### src/rtl/gate_vector_sequencer.sv
// gate_vector_sequencer: clocked stimulus/check stage for a 2-input gate.
// Walks {a,b} = 00,01,10,11, holds each vector HOLD_CYCLES cycles, samples
// the gate outputs (x_in, y_in) for one cycle and counts truth-table mismatches.
// Optional first-failure capture is enabled by defining GATE_SEQ_FIRSTFAIL_EN.
module gate_vector_sequencer #(
    parameter int unsigned HOLD_CYCLES = 4,
    parameter logic [3:0]  EXPECT_X    = 4'b1000,
    parameter logic [3:0]  EXPECT_Y    = 4'b0111,
    parameter int unsigned ERR_W       = 3
) (
    input  logic             clk,
    input  logic             rst_n,
    input  logic             start,
    input  logic             x_in,
    input  logic             y_in,
    output logic             a,
    output logic             b,
    output logic             busy,
    output logic             done,
    output logic             pass,
`ifdef GATE_SEQ_FIRSTFAIL_EN
    output logic             fail_valid,
    output logic [1:0]       fail_vec,
    output logic [1:0]       fail_xy,
`endif
    output logic [ERR_W-1:0] err_cnt
);

    localparam int unsigned      CNT_W    = 8;
    localparam logic [CNT_W-1:0] CNT_LAST = CNT_W'(HOLD_CYCLES - 1);
    localparam logic [ERR_W-1:0] ERR_MAX  = {ERR_W{1'b1}};

    typedef enum logic [1:0] {
        ST_IDLE   = 2'd0,
        ST_DRIVE  = 2'd1,
        ST_SAMPLE = 2'd2,
        ST_DONE   = 2'd3
    } state_t;

    state_t           state, state_next;
    logic [1:0]       vec, vec_next;
    logic [CNT_W-1:0] cnt, cnt_next;
    logic [ERR_W-1:0] err_next;
    logic             a_next, b_next, busy_next, done_next, pass_next;
    logic             mismatch_c;
`ifdef GATE_SEQ_FIRSTFAIL_EN
    logic             fail_valid_next;
    logic [1:0]       fail_vec_next;
    logic [1:0]       fail_xy_next;
`endif

    // Compare the sampled gate outputs against the expected truth tables.
    assign mismatch_c = (x_in != EXPECT_X[vec]) || (y_in != EXPECT_Y[vec]);

    // Next-state, datapath and registered-output decode.
    always_comb begin
        state_next = state;
        vec_next   = vec;
        cnt_next   = cnt;
        err_next   = err_cnt;
`ifdef GATE_SEQ_FIRSTFAIL_EN
        fail_valid_next = fail_valid;
        fail_vec_next   = fail_vec;
        fail_xy_next    = fail_xy;
`endif
        case (state)
            ST_IDLE, ST_DONE: begin
                if (start) begin
                    state_next = ST_DRIVE;
                    vec_next   = 2'd0;
                    cnt_next   = '0;
                    err_next   = '0;
`ifdef GATE_SEQ_FIRSTFAIL_EN
                    fail_valid_next = 1'b0;
                    fail_vec_next   = 2'd0;
                    fail_xy_next    = 2'd0;
`endif
                end
            end
            ST_DRIVE: begin
                cnt_next = cnt + CNT_W'(1);
                if (cnt == CNT_LAST) begin
                    state_next = ST_SAMPLE;
                end
            end
            ST_SAMPLE: begin
                if (mismatch_c) begin
                    if (err_cnt != ERR_MAX) begin
                        err_next = err_cnt + ERR_W'(1);
                    end
`ifdef GATE_SEQ_FIRSTFAIL_EN
                    if (!fail_valid) begin
                        fail_valid_next = 1'b1;
                        fail_vec_next   = vec;
                        fail_xy_next    = {x_in, y_in};
                    end
`endif
                end
                if (vec == 2'd3) begin
                    state_next = ST_DONE;
                end else begin
                    vec_next   = vec + 2'd1;
                    cnt_next   = '0;
                    state_next = ST_DRIVE;
                end
            end
            default: state_next = ST_IDLE;
        endcase

        busy_next = (state_next == ST_DRIVE) || (state_next == ST_SAMPLE);
        a_next    = busy_next & vec_next[1];
        b_next    = busy_next & vec_next[0];
        done_next = (state_next == ST_DONE);
        pass_next = done_next && (err_next == '0);
    end

    // State and output registers with synchronous active-low reset.
    always_ff @(posedge clk) begin
        if (!rst_n) begin
            state   <= ST_IDLE;
            vec     <= 2'd0;
            cnt     <= '0;
            err_cnt <= '0;
            a       <= 1'b0;
            b       <= 1'b0;
            busy    <= 1'b0;
            done    <= 1'b0;
            pass    <= 1'b0;
`ifdef GATE_SEQ_FIRSTFAIL_EN
            fail_valid <= 1'b0;
            fail_vec   <= 2'd0;
            fail_xy    <= 2'd0;
`endif
        end else begin
            state   <= state_next;
            vec     <= vec_next;
            cnt     <= cnt_next;
            err_cnt <= err_next;
            a       <= a_next;
            b       <= b_next;
            busy    <= busy_next;
            done    <= done_next;
            pass    <= pass_next;
`ifdef GATE_SEQ_FIRSTFAIL_EN
            fail_valid <= fail_valid_next;
            fail_vec   <= fail_vec_next;
            fail_xy    <= fail_xy_next;
`endif
        end
    end

endmodule

### config.mk
export PLATFORM = sky130hd
export DESIGN_NAME = gate_vector_sequencer
export DESIGN_NICKNAME = d
export VERILOG_FILES = /design/src/rtl/gate_vector_sequencer.sv
export SDC_FILE = /design/constraint.sdc
export NUM_CORES = 1
export LEC_CHECK = 0
export CAP_MARGIN = 15
export CORE_ASPECT_RATIO = 2
export CORE_MARGIN = 2
export CORE_UTILIZATION = 35
export CTS_CLUSTER_SIZE = 16
export DETAILED_ROUTE_END_ITERATION = 8
export DONT_BUFFER_PORTS = 1
export PLACE_DENSITY_LB_ADDON = 0.08
export SYNTH_ARGS = -nofsm -noshare
export SYNTH_HDL_FRONTEND = slang
export SYNTH_SLANG_ARGS = --single-unit
### constraint.sdc
create_clock -name clk -period 1.87 [get_ports clk]
set_input_delay 0.561 -clock clk [delete_from_list [all_inputs] [get_ports clk]]
set_output_delay 0.561 -clock clk [all_outputs]
set_load 0.05 [all_outputs]
==> results by group <==
STA
  – # setup viols final: 3
  – Clock skew: 0.00120 ns
  – Fin crit period: 1.92 ns
  – RSZ-0062 raised after global routing: true
  – Worst hold margin: 0.427 ns
  – Worst slew margin: 0.674
  – Final hold violations: 0
  – PnR worst setup slack: -0.0510 ns
  – Achievable Freq: 521 MHz
  – Max-slew violation count: 0
  – Slew @ Worst Pin: 0.488 ns
  – Part of the cycle the worst path needs: 1.03

Floorplan
  – Die area: 3100 um^2
  – Die H: 76.8 um
  – Die span in x: 40.4 um
  – Core box area: 2540 um^2
  – Num rows: 26
  – Io pins: 13
  – Starting Density: 0.365

Setup path
  – Worst Path Arrival: 2.11 ns
  – WS Path Type: reg -> reg
  – Setup crit start kind: flip-flop
  – Crit Path Max Fanout: 2
  – Data required, critical path: 2.05 ns
  – Endpoint class of the critical path: flip-flop

Place
  – GPL Wtd Cong: 0.758
  – Port Buffer Count: 0
  – Placed wire-length estimate: 1660 um

Logic synthesis
  – Unique masters post-synth: 28
  – Mux contribution to synthesized area: 0
  – Combinational family with the most area after synthesis: simple AND/OR/NAND/NOR gates
  – Post-Syn Instances: 105
  – XOR/XNOR Fraction of Synth Area: 0.0661
  – Mapped Area: 927 um^2
  – Synth warn: 0
  – Seq/Total Area, Yosys: 0.432
  – Adder-Cell Fraction of Synth Area: 0.0675
  – Post-synthesis simple-gate area fraction: 0.290
  – Complex-gate fraction of the synthesized area: 0.132
  – Synth Register Bits: 20
  – Syn_nets: 115
  – Syn avg cell area: roughly 8.8 um^2

Route
  – # DRC: 0
  – Total Wirelength: 2050 um
  – Wire per inst: around 13 um
  – DRT antenna net count: 0
  – 1st-iter DRT viols: 16
  – Vias per cell: around 5.1
  – Via count: 791
  – DRT Pass-1 Iters: 2

Power and ir drop
  – PwrDens: 1470 nW/um^2
  – Logic pwr share: 0.478
  – Psw: about 690 uW
  – Register share of total power: 0.372
  – Total power: 1800 uW
  – Pint: ~1100 uW
  – Clock share of power: 0.150
  – Sw frac: 0.383
  – Maximum vdd drop: slightly above 600 uV
  – P_leak: 0.000485 uW

GRT
  – First-pass GRT wire length: 3340 um
  – Vias in the first global route: 844
  – Initial antenna violation count: 0
  – GR Util All Layers: 0.152
  – Largest net degree at the start of global routing: 11
  – Gr ovfl total: 0

Final layout
  – # nets final: 139
  – Antenna Cells: 0
  – Area growth, synth to finish: 32.0%
  – Fillers: 263
  – Share of cells above drive strength 1: 0.307

Clocking
  – Clk buf depth: 2
  – Clock Latency Late Sink: 0.25 ns
  – CTS clk-pin slew, worst paths: about 0.070 ns
  – Hold-fix buffers, CTS: 0
  – CTS tree: built
  – H-tree depth: 1
  – Root Buffer: clkbuf_8
  – Clk sinks: 20
  – Inserted Clock Buffers: 3

Outcome
  – Status: finished with violations
  – Failing checks: setup timing

Flow run
  – Max-cap violation count: 0

Min path
  – Hold/Removal Path Class: in -> reg
worst max-delay path: stages, from the launching register on:
cell and delay, ns:
dfxtp_2 0.36, ha_4 0.13, or4b_4 0.46, nor4_4 0.16
o21ai_1 0.11, a21boi_2 0.19, ha_4 0.16, and2_4 0.14
nand3_2 0.05, nor3_2 0.10
metrics by stage:
stage	util	setup WS, ns	TNS (ns)	std cells	instance area (um^2)
6_report	0.482	-0.0510	-0.0552	155	1220
5_1_grt	0.482	-0.133	-0.376	155	1220
4_1_cts	0.472	-0.0839	-0.141	155	1200
3_5_place_dp	0.431	-0.148	-0.468	150	1090
3_3_place_gp	0.431	-0.0956	-0.183	150	1090
2_1_floorplan	-	0.0225	0	105	931
state kept, by name, indices dropped and copies added, names as in the netlist:
signal,count
a,1
b,1
busy,1
cnt,8
done,1
err_cnt,3
pass,1
state,2
vec,2
final timing paths:
path	from	endpoint	slack [ns]	cells past startpoint
min reg2reg	vec[0]$_SDFF_PN0_	vec[0]$_SDFF_PN0_	0.56	2
min	rst_n	err_cnt[1]$_SDFF_PN0_	0.43	1
max reg2reg	cnt[0]$_SDFFE_PN0P_	pass$_SDFF_PN0_	-0.05	9
max	cnt[0]$_SDFFE_PN0P_	pass$_SDFF_PN0_	-0.05	9
power groups by stage:
stage / clock network [uW] / registers [uW] / logic [uW]
floorplan: 0 / 677 / 375
global placement: 0 / 673 / 647
detailed placement: 0 / 675 / 650
CTS: 277 / 665 / 805
global route: 289 / 680 / 975
finish: 271 / 670 / 863
cell families after synthesis:
| kind of cell | after synthesis |
|---|---|
| DFF | 20 |
| xor gates and xnor gates | 7 |
| and+or+nand+nor | 51 |
| buffers and inverters | 3 |
| adders and majority gates | 5 |
| AOI/OAI and AO/OA | 19 |
cells in the mapped netlist:
library cell	number	share of area
and2_1	8	0.054
a21boi_2	1	0.012
or3b_2	1	0.0094
or3_1	2	0.013
xnor2_1	2	0.019
nor4_2	1	0.013
nor2_1	10	0.040
and3_1	2	0.013
nand2b_1	2	0.013
xor2_1	5	0.047
o211ai_1	2	0.016
nor2b_1	2	0.013
nand4_1	2	0.013
inv_1	3	0.012
a21boi_0	3	0.024
dfxtp_1	20	0.43
nand3_1	4	0.022
a21bo_2	1	0.011
ha_1	5	0.067
or4b_1	1	0.011
nand2_1	13	0.053
o22ai_1	1	0.0068
o21ai_1	2	0.011
a21oi_1	2	0.011
o31ai_1	1	0.0081
nor3_1	2	0.011
nand4b_1	1	0.0094
o21ai_0	6	0.032
layout make-up:
cell class	instances	area, um^2	share of cell area
timing repair buffer	19	146	0.120
multi-input combinational	82	587	0.480
clock buffer	3	41.3	0.0337
inverter	3	11.3	0.00920
sequential	20	403	0.329
tap	28	35.0	0.0286
routing by layer:
metal | vias to the layer above | GRT usage | share of wire
li1 | 407 | - | -
met1 | 369 | 0.122 | 0.33
met2 | 11 | 0.305 | 0.62
met3 | 4 | 0.0231 | 0.035
met4 | 0 | 0.0600 | 0.013
met5 | - | 0 | 0
placed cells by master, fill, tap and decap left out, types with 2 or more instances in the layout:
cell type	instances
o21ai_0	6
clkbuf_8	3
and2_4	5
nand4_1	2
nor2b_1	2
o211ai_1	2
ha_1	3
xnor2_1	2
nand3_1	3
nor2_1	10
or3_1	2
dfxtp_1	18
xor2_1	5
nand2b_1	2
nand2_1	13
and2_1	3
dfxtp_2	2
buf_4	18
a21boi_0	3
a21oi_1	2
ha_4	2
inv_1	3
and3_1	2
repair_timing:
item	CTS	global route
buffers inserted	2	0
pin swaps	2	2
endpoints found under the setup margin	5	6
resized for setup	10	6
No activity file was read; power rests on OpenSTA's default activity.
